### src/rtl/eq_pkg.sv
// Shared widths, FSM state encoding and gain-vector helper for the equalizer band scheduler.
package eq_pkg;

   localparam int NUM_BANDS = 8;
   localparam int SAMPLE_W  = 16;
   localparam int GAIN_W    = 5;
   localparam int BAND_W    = 3;
   localparam int GAINS_W   = NUM_BANDS * GAIN_W;
   localparam int PROD_W    = SAMPLE_W + GAIN_W + 1;
   localparam int ACC_W     = PROD_W + 3;

   localparam logic [BAND_W-1:0] LAST_BAND = BAND_W'(NUM_BANDS - 1);

   typedef enum logic [2:0] {
      IDLE,
      ISSUE,
      WAIT,
      ACC,
      DONE
   } state_t;

   function automatic logic [GAIN_W-1:0] gainSlice(input logic [GAINS_W-1:0] gains,
                                                   input logic [BAND_W-1:0]  band);
      return gains[int'(band) * GAIN_W +: GAIN_W];
   endfunction

endpackage

### src/rtl/eq_saturate.sv
// Arithmetic right shift followed by a clamp from a wide signed value to a narrower signed range.
module eq_saturate #(
   parameter int IN_W  = 25,
   parameter int OUT_W = 16,
   parameter int SHIFT = 0
) (
   input  logic signed [IN_W-1:0]  i_value,
   output logic signed [OUT_W-1:0] o_value
);

   localparam logic signed [IN_W-1:0] MAX_V = {{(IN_W-OUT_W+1){1'b0}}, {(OUT_W-1){1'b1}}};
   localparam logic signed [IN_W-1:0] MIN_V = {{(IN_W-OUT_W+1){1'b1}}, {(OUT_W-1){1'b0}}};

   logic signed [IN_W-1:0] w_shifted;

   always_comb begin
      w_shifted = i_value >>> SHIFT;
      if (w_shifted > MAX_V) begin
         o_value = MAX_V[OUT_W-1:0];
      end else if (w_shifted < MIN_V) begin
         o_value = MIN_V[OUT_W-1:0];
      end else begin
         o_value = w_shifted[OUT_W-1:0];
      end
   end

endmodule

### src/rtl/eq_band_scheduler.sv
// Time-shares one external FIR engine across all equalizer bands per input sample,
// weighting each band result by its gain and emitting one saturated output per frame.
module eq_band_scheduler
   import eq_pkg::*;
#(
   parameter int GAIN_SHIFT = 0
) (
   input  logic                       clk,
   input  logic                       rst,
   input  logic                       sample_valid,
   input  logic signed [SAMPLE_W-1:0] sample_in,
   input  logic [GAINS_W-1:0]         gain,
   output logic                       fir_start,
   output logic [BAND_W-1:0]          fir_band,
   output logic signed [SAMPLE_W-1:0] fir_sample,
   input  logic                       fir_done,
   input  logic signed [SAMPLE_W-1:0] fir_result,
   output logic signed [SAMPLE_W-1:0] out_sample,
   output logic                       out_valid,
   output logic                       busy,
   output logic                       overrun
);

   state_t                     r_state;
   state_t                     w_nextState;
   logic [BAND_W-1:0]          r_band;
   logic signed [SAMPLE_W-1:0] r_sample;
   logic signed [SAMPLE_W-1:0] r_outSample;
   logic [GAINS_W-1:0]         r_gainSnap;
   logic signed [PROD_W-1:0]   r_prod;
   logic signed [ACC_W-1:0]    r_acc;
   logic                       r_overrun;

   logic signed [PROD_W-1:0]   w_resExt;
   logic signed [PROD_W-1:0]   w_gainExt;
   logic signed [PROD_W-1:0]   w_prod;
   logic signed [ACC_W-1:0]    w_accSum;
   logic signed [SAMPLE_W-1:0] w_satOut;

   // Gain is unsigned, so it is zero-extended before the signed multiply.
   assign w_resExt  = {{(PROD_W-SAMPLE_W){fir_result[SAMPLE_W-1]}}, fir_result};
   assign w_gainExt = {{(PROD_W-GAIN_W){1'b0}}, gainSlice(r_gainSnap, r_band)};
   assign w_prod    = w_resExt * w_gainExt;
   assign w_accSum  = r_acc + {{(ACC_W-PROD_W){r_prod[PROD_W-1]}}, r_prod};

   eq_saturate #(
      .IN_W  (ACC_W),
      .OUT_W (SAMPLE_W),
      .SHIFT (GAIN_SHIFT)
   ) u_saturate (
      .i_value (w_accSum),
      .o_value (w_satOut)
   );

   always_ff @(posedge clk) begin
      if (rst) begin
         r_state <= IDLE;
      end else begin
         r_state <= w_nextState;
      end
   end

   always_comb begin
      w_nextState = r_state;
      case (r_state)
         IDLE:    if (sample_valid) w_nextState = ISSUE;
         ISSUE:   w_nextState = WAIT;
         WAIT:    if (fir_done) w_nextState = ACC;
         ACC:     w_nextState = (r_band == LAST_BAND) ? DONE : ISSUE;
         DONE:    w_nextState = IDLE;
         default: w_nextState = IDLE;
      endcase
   end

   // The output sample is taken from the final accumulate sum so it is ready in the DONE cycle.
   always_ff @(posedge clk) begin
      if (rst) begin
         r_band      <= '0;
         r_sample    <= '0;
         r_outSample <= '0;
         r_gainSnap  <= '0;
         r_prod      <= '0;
         r_acc       <= '0;
         r_overrun   <= 1'b0;
      end else begin
         if (sample_valid && (r_state != IDLE)) begin
            r_overrun <= 1'b1;
         end
         case (r_state)
            IDLE: begin
               if (sample_valid) begin
                  r_sample   <= sample_in;
                  r_gainSnap <= gain;
                  r_acc      <= '0;
                  r_band     <= '0;
               end
            end
            WAIT: begin
               if (fir_done) begin
                  r_prod <= w_prod;
               end
            end
            ACC: begin
               r_acc <= w_accSum;
               if (r_band == LAST_BAND) begin
                  r_outSample <= w_satOut;
               end else begin
                  r_band <= r_band + 1'b1;
               end
            end
            default: ;
         endcase
      end
   end

   assign fir_start  = (r_state == ISSUE);
   assign fir_band   = r_band;
   assign fir_sample = r_sample;
   assign out_sample = r_outSample;
   assign out_valid  = (r_state == DONE);
   assign busy       = (r_state != IDLE);
   assign overrun    = r_overrun;

endmodule

### config.mk
export PLATFORM = sky130hd
export DESIGN_NAME = eq_band_scheduler
export DESIGN_NICKNAME = d
export VERILOG_FILES = /design/src/rtl/eq_pkg.sv /design/src/rtl/eq_saturate.sv /design/src/rtl/eq_band_scheduler.sv
export SDC_FILE = /design/constraint.sdc
export NUM_CORES = 1
export LEC_CHECK = 0
export BUFFER_PORTS_ARGS = -buffer_cell sky130_fd_sc_hd__buf_2
export CORE_UTILIZATION = 54
export DETAILED_ROUTE_END_ITERATION = 10
export PLACE_DENSITY = 0.8
export SKIP_CTS_REPAIR_TIMING = 1
export SLEW_MARGIN = 20
export SYNTH_ARGS = -nofsm -noshare
export SYNTH_HDL_FRONTEND = slang
export SYNTH_HIERARCHICAL = 1
export SYNTH_SLANG_ARGS = --single-unit
### constraint.sdc
create_clock -name clk -period 5.25 [get_ports clk]
set_clock_uncertainty 0.2 [all_clocks]
set_input_delay 0.2625 -clock clk [delete_from_list [all_inputs] [get_ports clk]]
set_output_delay 0.2625 -clock clk [all_outputs]
set_load 0.05 [all_outputs]
==> run metrics, run 1 <==
Synth Warn # 6; nets 1496; FMAX ~200 MHz; Max FO, Critical Path 8; dpl cell area slightly above 10000 µm²; Worst path max stage delay 0.52 ns; Initial Util 55.7%; CP Capture Type flip-flop; wire length per cell 16.1 µm; Clock Latency Late Sink 0.42 ns; Multi-input gate area 6310 µm²; Diodes inserted 0; grt total ovfl 0; TritonCTS clock tree built; prevailing post-synth register cell dfxtp_1; Chip Width 134 µm; Finished Cell Area 11500 µm²; pre-CTS setup slack 0.0469 ns; largest net degree at the start of global routing 110; IO Pins about 120; post-synthesis sequential area ratio 27.0%; cells on worst reg2reg path 19; IO buf count 114; placer congestion estimate around 0.9; initial antenna violation count 0; routed wire length 24800 µm; Root Driver clkbuf_16; vias in the first global route about 7900; FF/Latch Area ~2500 µm²; hpwl dp between 15000 and 20000 µm; post-synth top area cell dfxtp_1; Fillers 1290; H-tree depth 4; worst min-delay path category input port to flip-flop; Top delay family on crit path adder cells; layout cell share with drive strength beyond 1 17.3%; Area Overhead vs Synth 22.7%; Placement Rows 47; crit path time final 5.06 ns; Die Y 134 µm; Final Hold Fails 0; WP data required 5.41 ns; Relative slew margins 24.8%; First DRT Iteration DRCs 561; arrival time of the worst setup path 5.22 ns; CP Launch Type flip-flop; crit path from fir_band[0]$_SDFFE_PP0P_; setup tns final 0 ns; remaining antenna violation count 0; Post-Syn Nets 1333; Worst VDD drop 0.000234 V; count leader, synth nand2_1; CTS Sinks 126; Max Root-Sink Buffers 2; reg2reg end r_prod[20]$_SDFFE_PP0P_; Reg clk slew, reported paths 0.06 ns; async set-reset flop share out of synthesis 0%; most used cell, CP fa_1; number of synthesized flops with an enable pin 0; Synth area leaders dfxtp_1, fa_1, ha_1, nand2_1, a21oi_1; Yosys cell types between 60 and 70; Max-Cap Viols 0; top cell type's share of synthesized area 27.0%; Final setup viols 0; r2r startpoint fir_band[0]$_SDFFE_PP0P_; CP cell instances buf_4 > buf_4 > mux4_2 > mux2i_4 > buf_6 > nor2b_1 > fa_1 > fa_1 > inv_1 > fa_1 > inv_1 > ha_1 > and2_4 > and4_4 > nand3_1 > o21ai_2 > a311oi_2 > or4_1 > nand3_1; Synth top cells by count nand2_1, a21oi_1, dfxtp_1; pwr dens 256 nW/µm²; syn_area_per_cell ~8 µm²; DIE AREA 17800 µm²; crit share post-route between 90 and 100%; worst reg-to-reg setup slack approximately 0.19 ns; Worst path depth 19; WS Path Type flip-flop to flip-flop; Crit-path slowest cell fa_1; DR pass1 iterations 5; vias 8705; Mapped Cells 1140; CP bufs+invs 5; status finished clean; drc violations 0; post-DR vias/cell between 5 and 6; worst slew pin tran 1.12 ns; critical path capture point r_prod[20]$_SDFFE_PP0P_; Lkg Pwr just over 5 nW; core box area approximately 17000 µm²; first-pass GRT wire length 37600 µm; fin. max-slew vios 0; CTS Buf Count 17; All-Layer GR Usage 25.9%; fin worst setup slack 0.191 ns; #FFs+latches synth 126; synthesized cell area 9340 µm²
worst register-to-register path, cell delays in order, from the launching register on:
cell,delay [ns]
dfxtp_4,0.40
buf_4,0.19
buf_4,0.12
mux4_2,0.34
mux2i_4,0.23
buf_6,0.16
nor2b_1,0.06
fa_1,0.46
fa_1,0.49
inv_1,0.05
fa_1,0.52
inv_1,0.04
ha_1,0.33
and2_4,0.19
and4_4,0.24
nand3_1,0.11
o21ai_2,0.22
a311oi_2,0.13
or4_1,0.41
nand3_1,0.09
report_power, final:
group | internal, mW | leakage, nW | total, mW | switching (mW)
registers | 1.00 | 1.03 | 1.03 | 0.0331
logic | 0.325 | 3.83 | 0.784 | 0.460
clock network | 0.657 | 0.275 | 1.12 | 0.463
total | 1.98 | 5.13 | 2.94 | 0.956
through the flow:
step / cells / hold slack [ns] / total power [mW] / utilization (%)
finish: 1535 / 0.00681 / 2.94 / 68.4
global route: 1535 / 0.0109 / 3.08 / 68.4
CTS: 1467 / -0.136 / 2.88 / 64.0
detailed placement: 1436 / 0.243 / 1.77 / 60.6
global placement: 1436 / 0.239 / 1.75 / 60.6
floorplan: 1140 / 0.198 / 1.59 / -
cell type report:
cell class,count,share of cell area [%]
clock buffer,17,3.71
timing repair buffer,207,12.5
clock inverter,14,1.18
tap,220,2.40
multi-input combinational,859,55.1
sequential,126,22.1
inverter,92,3.01
metal layers:
metal	wire length (µm)	up-vias	GRT usage, %
met5	0	-	0
met4	763	0	9.47
met3	1160	69	4.49
met2	12300	280	43.1
met1	10600	4147	33.8
li1	-	4209	-
state kept, by name (all words and copies together), names as in the netlist:
name        cells
r_acc          25
fir_band        3
fir_sample     16
r_prod         22
r_gainSnap     40
out_sample     16
overrun         1
r_state         3
cells in the final DEF (no fill, tap or decap), types with 6 or more instances in the layout:
master	Yosys	layout
xor2_1	6	6
nand2b_1	12	12
o21ai_0	28	26
dfxtp_1	126	124
nand3_1	15	15
a21o_1	13	13
clkbuf_16	0	17
inv_6	0	6
buf_4	0	32
a21oi_1	128	127
mux4_2	10	10
nor2b_1	78	78
a22o_1	15	15
a211oi_1	9	9
nor3_2	11	11
inv_1	92	92
ha_1	67	67
fa_1	50	49
nor2_1	46	45
xnor2_1	31	31
o21a_1	8	8
or4_1	18	18
nand2_1	203	202
o2bb2ai_1	15	15
buf_2	6	113
dlygate4sd3_1	0	57
nor3_1	18	18
logic make-up after synthesis:
family / Yosys count / synth area share [%]
and+or+nand+nor: 431 / 22.8
AOI/OAI and AO/OA: 256 / 17.1
buffers and inverters: 155 / 6.64
DFF: 126 / 27.0
adders and majority gates: 117 / 19.7
xor gates and xnor gates: 38 / 3.64
muxes: 17 / 3.16
how the worst min path moves through the flow:
stage                                startpoint                     endpoint  depth (start not counted)  slack, ns
floorplan                               gain[0]   r_gainSnap[0]$_SDFFE_PP0P_                          2       0.20
global placement    fir_sample[12]$_SDFFE_PP0P_  fir_sample[12]$_SDFFE_PP0P_                          2       0.24
detailed placement   out_sample[6]$_SDFFE_PP0P_   out_sample[6]$_SDFFE_PP0P_                          2       0.24
CTS                                    gain[19]  r_gainSnap[19]$_SDFFE_PP0P_                          3      -0.14
global route                       sample_valid         overrun$_SDFFE_PP0P_                          3       0.01
finish                             sample_valid         overrun$_SDFFE_PP0P_                          3      0.007
(Power assumes the default switching activity.)
==> run 2, diff against run 1 <==
--- a/config.mk
+++ b/config.mk
@@ -9,6 +9,8 @@
 export CORE_UTILIZATION = 54
 export DETAILED_ROUTE_END_ITERATION = 10
 export PLACE_DENSITY = 0.8
+export RECOVER_POWER = 25
+export REMOVE_ABC_BUFFERS = 1
 export SKIP_CTS_REPAIR_TIMING = 1
 export SLEW_MARGIN = 20
 export SYNTH_ARGS = -nofsm -noshare
==> run metrics, run 2 (synthesis results as in run 1) <==
status finished clean; CTS Buf Count 17 (unchanged); final core occ 67.9% (-0.42 points); Relative slew margins 22.2% (-2.7 points); CP cell instances buf_12 > mux4_2 > mux2i_2 > buf_4 > buf_4 > nor2b_1 > fa_1 > fa_1 > inv_1 > fa_1 > inv_1 > ha_1 > a21o_1 > a2111oi_2 > a21oi_2 > a41oi_2 > xnor2_1 > nand2_1 > a21oi_2; Hold EP r_prod[0]$_SDFFE_PP0P_; Chip Width 134 µm (unchanged); vias in the first global route 7447 (-5.6%); Final setup viols 0 (unchanged); most common library cell in the layout ignoring fill and taps nand2_1; Lkg Pwr 4.96 nW (-3.3%); most frequent cells in the layout nand2_1, a21oi_1, dfxtp_1; IO Pins 115 (unchanged); DR pass1 iterations 6 (+1); hpwl dp 15000 µm (-7.9%); Worst path max stage delay 0.55 ns (+0.03 ns); wire length per cell 16.0 µm (-0.99%); nets 1492 (-0.27%); Max Root-Sink Buffers 2 (unchanged); routed wire length 24500 µm (-1.1%); worst reg-to-reg setup slack 0.07 ns (-0.12 ns); WS Path Type flip-flop to flip-flop; crit share post-route 98.6% (+2.3 points); vias 8595 (-1.3%); setup tns final 0 ns (unchanged); Top reg by flops r_gainSnap; worst slew pin tran 1.16 ns (+0.0396 ns); Top Registers r_gainSnap (40), r_acc (25), r_prod (22); pwr dens 265 nW/µm² (+3.3%); arrival time of the worst setup path 5.33 ns (+0.11 ns); fin. max-slew vios 0 (unchanged); Worst VDD drop 0.000267 V (+14%); fin worst setup slack 0.0720 ns (-0.119 ns); remaining antenna violation count 0 (unchanged); TritonCTS clock tree built; crit path time final 5.18 ns (+0.119 ns); Clock Latency Late Sink 0.43 ns (about the same); Top delay family on crit path adder cells; initial antenna violation count 2 (+2); FMAX 193 MHz (-2.3%); Reg clk slew, reported paths 0.06 ns (about the same); Area Overhead vs Synth 21.9%; reg2reg end r_prod[15]$_SDFFE_PP0P_; CP Capture Type flip-flop; WP data required 5.40 ns (about the same); Die Y 134 µm (unchanged); CP Launch Type flip-flop; total power 3.02 mW (+2.7%); core box area 16800 µm² (unchanged); Fillers 1275 (-1.2%); largest net degree at the start of global routing 74 (-33%); Crit-path slowest cell mux4_2; cells on worst reg2reg path 19 (unchanged); pre-CTS setup slack -0.00456 ns (-0.0515 ns); first-pass GRT wire length 34400 µm (-8.7%); Hold Startpoint fir_result[0]; Root Driver clkbuf_16; post-DR vias/cell 5.60 (-1.2%); IO buf count 114 (unchanged); CP bufs+invs 5 (unchanged); Initial Util 55.7% (unchanged); number of flip-flops under the largest register name 40 (unchanged); grt total ovfl 0 (unchanged); drc violations 0 (unchanged); DIE AREA 17800 µm² (unchanged); CTS Sinks 126 (unchanged); most used cell, CP fa_1; Max FO, Critical Path 11 (+3); r2r startpoint fir_band[0]$_SDFFE_PP0P_; H-tree depth 4 (unchanged); placer congestion estimate 0.919 (+1.6%); layout cell share with drive strength beyond 1 14.6% (-2.7 points); worst min-delay path category input port to flip-flop; All-Layer GR Usage 23.3% (-2.6 points); Final Hold Fails 0 (unchanged); First DRT Iteration DRCs 547 (-2.5%); Placement Rows 47 (unchanged); Hold Path Stages 5 (+2); Max-Cap Viols 0 (unchanged)
[run 2: worst reg2reg max path: stages (launching register included)]
cell and delay (ns):
dfxtp_2 0.36, buf_12 0.16, mux4_2 0.56, mux2i_2 0.20, buf_4 0.19, buf_4 0.14
nor2b_1 0.06, fa_1 0.49, fa_1 0.49, inv_1 0.05, fa_1 0.52, inv_1 0.04
ha_1 0.22, a21o_1 0.21, a2111oi_2 0.40, a21oi_2 0.18, a41oi_2 0.25, xnor2_1 0.15
nand2_1 0.08, a21oi_2 0.16
[run 2: worst max-delay path by stage]
stage                                   startpoint                      end  slack (ns)  cells after the start
final                     fir_band[0]$_SDFFE_PP0P_  r_prod[15]$_SDFFE_PP0P_        0.07                     19
after global placement    fir_band[0]$_SDFFE_PP0P_  r_prod[21]$_SDFFE_PP0P_         0.1                     18
after global routing      fir_band[0]$_SDFFE_PP0P_  r_prod[17]$_SDFFE_PP0P_        -0.1                     19
after floorplan           fir_band[0]$_SDFFE_PP0P_  r_prod[21]$_SDFFE_PP0P_       -0.74                     16
after detailed placement  fir_band[0]$_SDFFE_PP0P_  r_prod[21]$_SDFFE_PP0P_      -0.005                     18
after CTS                 fir_band[0]$_SDFFE_PP0P_  r_prod[21]$_SDFFE_PP0P_       -0.07                     18
[run 2: per-stage QoR]
step           hold slack (ns)  cell area, µm²  instances
2_1_floorplan            0.132            9060       1077
3_3_place_gp             0.239           10100       1434
3_5_place_dp             0.243           10100       1434
4_1_cts                 -0.144           10700       1466
5_1_grt                 0.0772           11400       1533
6_report                0.0582           11400       1534
[run 2: report_power, final]
| group | total (mW) | switching [mW] | internal, mW |
|---|---|---|---|
| sequential | 1.03 | 0.0334 | 1.00 |
| combinational | 0.774 | 0.456 | 0.317 |
| clock | 1.21 | 0.451 | 0.757 |
[run 2: area by class of cell]
cell class                 instances  area (µm²)  share of cell area [%]
clock buffer                      18         439                    3.86
multi-input combinational        859        6270                    55.1
clock inverter                    14         168                    1.47
timing repair buffer             203        1360                    11.9
tap                              220         275                    2.42
inverter                          92         345                    3.03
sequential                       126        2520                    22.2
antenna                            2        5.00                  0.0440
[run 2: routing by layer]
layer,wire (µm),track usage [%]
met1,10400,30.5
met2,12000,38.5
met3,1530,5.29
met4,577,6.57
met5,0,0
==> run 3, diff against run 2 <==
--- a/config.mk
+++ b/config.mk
@@ -6,6 +6,7 @@
 export NUM_CORES = 1
 export LEC_CHECK = 0
 export BUFFER_PORTS_ARGS = -buffer_cell sky130_fd_sc_hd__buf_2
+export CORE_MARGIN = 3
 export CORE_UTILIZATION = 54
 export DETAILED_ROUTE_END_ITERATION = 10
 export PLACE_DENSITY = 0.8
==> run metrics, run 3 (synthesis results as in run 1) <==
vias 8543 (-0.61%); remaining antenna violation count 0 (unchanged); Multi-input gate area 6300 µm² (+0.54%); Int Pwr 2.01 mW (-3.0%); DIE AREA 18900 µm² (+6.1%); CTS Buf Count 17 (unchanged); wire length per cell 15.6 µm (-2.4%); setup tns final 0 ns (unchanged); grt met2 use 37.2% (-1.3 points); final core occ 67.9% (about the same); Clock Latency Late Sink 0.42 ns (about the same); r2r startpoint fir_band[0]$_SDFFE_PP0P_; H-tree depth 4 (unchanged); most used cell, CP fa_1; IO Pins 115 (unchanged); Top Registers r_gainSnap (40), r_acc (25), r_prod (22); core box area 16800 µm² (unchanged); layout cell share with drive strength beyond 1 14.6% (about the same); clock share of power 38.5% (-1.6 points); routed wire length 23900 µm (-2.6%); First DRT Iteration DRCs 560 (+2.4%); vias in the first global route 7642 (+2.6%); Gate power share 26.5% (+0.8 points); fin. max-slew vios 0 (unchanged); Final setup viols 0 (unchanged); most frequent cells in the layout nand2_1, a21oi_1, dfxtp_1; Diodes inserted 0 (-2); reg2reg end r_prod[21]$_SDFFE_PP0P_; IO buf count 114 (unchanged); worst slew pin tran 1.01 ns (-0.146 ns); Final Hold Fails 0 (unchanged); CP Launch Type flip-flop; Max Root-Sink Buffers 2 (unchanged); crit share post-route 96.6% (-2.0 points); status finished clean; Worst VDD drop 0.000234 V (-12%); Top delay family on crit path adder cells; FF/Latch Area 2530 µm² (about the same); grt met3 use 4.89% (-0.40 points); Area Overhead vs Synth 21.9% (about the same); All-Layer GR Usage 22.6% (-0.69 points); nets 1491 (-0.067%); Initial Util 55.7% (unchanged); placer congestion estimate 0.917 (-0.21%); Root Driver clkbuf_16; drc violations 0 (unchanged); switching pwr 0.934 mW (-0.64%); Hold Path Stages 2 (-3); CTS Sinks 126 (unchanged); FMAX 197 MHz (+2.1%); Placement Rows 47 (unchanged); grt total ovfl 0 (unchanged); Relative slew margins 32.4% (+10 points); pwr dens 259 nW/µm² (-2.3%); WS Path Type flip-flop to flip-flop; Hold Startpoint rst; GRT met1 Usage 30.8% (+0.23 points); CP Capture Type flip-flop; CP cell instances buf_12 > mux4_2 > mux2i_1 > buf_6 > nor2b_1 > fa_1 > fa_1 > inv_1 > fa_1 > inv_1 > ha_1 > a21o_1 > a2111oi_2 > a21oi_2 > a41oi_2 > o21ai_0 > xnor2_1 > o21ai_0; post-DR vias/cell 5.58 (-0.41%); first-pass GRT wire length 35600 µm (+3.7%); Crit-path slowest cell fa_1; Hold EP r_prod[17]$_SDFFE_PP0P_; Top reg by flops r_gainSnap; switching share of power 31.7% (+0.53 points); initial antenna violation count 2 (unchanged); Seq pwr share 35.0% (+0.7 points); Worst path max stage delay 0.52 ns (-0.03 ns); Reg clk slew, reported paths 0.06 ns (about the same); hpwl dp 15600 µm (+3.7%); Most Crowded Layer GR met2; number of flip-flops under the largest register name 40 (unchanged); TritonCTS clock tree built; WP data required 5.39 ns (about the same); Max FO, Critical Path 16 (+5); most common library cell in the layout ignoring fill and taps nand2_1; DR pass1 iterations 6 (unchanged); arrival time of the worst setup path 5.21 ns (-0.12 ns); Lkg Pwr 4.95 nW (-0.24%); RSZ-0062 raised after global routing yes; worst min-delay path category input port to flip-flop; cells on worst reg2reg path 18 (-1); Max-Cap Viols 0 (unchanged); worst reg-to-reg setup slack 0.18 ns (+0.11 ns); crit path time final 5.07 ns (-0.105 ns); Chip Width 138 µm (+3.0%); largest net degree at the start of global routing 101 (+36%); CP bufs+invs 4 (-1); Fillers 1262 (-1.0%); Die Y 138 µm (+3.0%)
run 3: cell types whose count changed in the layout (fill, tap and decap cells not counted), sizes merged:
cell      previous run  this run
buf                113       111
bufinv               3         1
clkbuf              51        54
clkinv               7         5
clkinvlp             3         5
diode                2         0
run 3: worst max path at each step:
| stage | endpoint | slack, ns | startpoint | depth (start not counted) |
|---|---|---|---|---|
| global route | r_prod[20]$_SDFFE_PP0P_ | -0.06 | fir_band[0]$_SDFFE_PP0P_ | 19 |
| detailed placement | r_prod[20]$_SDFFE_PP0P_ | -0.01 | fir_band[1]$_SDFFE_PP0P_ | 18 |
| CTS | r_prod[20]$_SDFFE_PP0P_ | -0.08 | fir_band[1]$_SDFFE_PP0P_ | 18 |
| floorplan | r_prod[21]$_SDFFE_PP0P_ | -0.74 | fir_band[0]$_SDFFE_PP0P_ | 16 |
| finish | r_prod[21]$_SDFFE_PP0P_ | 0.18 | fir_band[0]$_SDFFE_PP0P_ | 18 |
| global placement | r_prod[20]$_SDFFE_PP0P_ | 0.08 | fir_band[1]$_SDFFE_PP0P_ | 18 |
run 3: layer usage:
metal  routed length, µm  vias up  share of wire [%]
li1                    -     4195                  -
met1               10300     4013                 43
met2               11800      279                 49
met3                1340       52                5.6
met4                 403        4                1.7
met5                  32        -               0.13
run 3: power by group through the flow:
| stage | logic [mW] | registers [mW] | clock network [mW] |
|---|---|---|---|
| after floorplan | 0.471 | 1.08 | 0 |
| after global placement | 0.687 | 1.05 | 0 |
| final | 0.780 | 1.03 | 1.14 |
| after CTS | 0.713 | 1.03 | 1.14 |
| after global routing | 0.872 | 1.04 | 1.18 |
| after detailed placement | 0.706 | 1.05 | 0 |
run 3: stage by stage:
step	power, mW	instances	hold WS (ns)	area [µm²]	setup slack, ns
finish	2.95	1531	0.00186	11400	0.177
global placement	1.73	1436	0.239	10100	0.0759
global route	3.09	1531	-0.000417	11400	-0.0650
floorplan	1.55	1077	0.132	9060	-0.742
CTS	2.88	1468	-0.134	10700	-0.0833
detailed placement	1.76	1436	0.246	10100	-0.0142
run 3: worst reg2reg max path: stages, from the launching register on:
cell and delay [ns]:
dfxtp_2 0.35, buf_12 0.14, mux4_2 0.50, mux2i_1 0.18, buf_6 0.20, nor2b_1 0.08
fa_1 0.49, fa_1 0.49, inv_1 0.05, fa_1 0.52, inv_1 0.04, ha_1 0.30
a21o_1 0.19, a2111oi_2 0.41, a21oi_2 0.18, a41oi_2 0.26, o21ai_0 0.14, xnor2_1 0.13
o21ai_0 0.13
run 3: final cells by class:
cell class | count | area share [%]
Multi-Input combinational cell | 859 | 55.4
Sequential cell | 126 | 22.2
Timing Repair Buffer | 202 | 11.9
Clock buffer | 20 | 4.10
Inverter | 92 | 3.03
Tap cell | 220 | 2.42
Clock inverter | 12 | 0.989
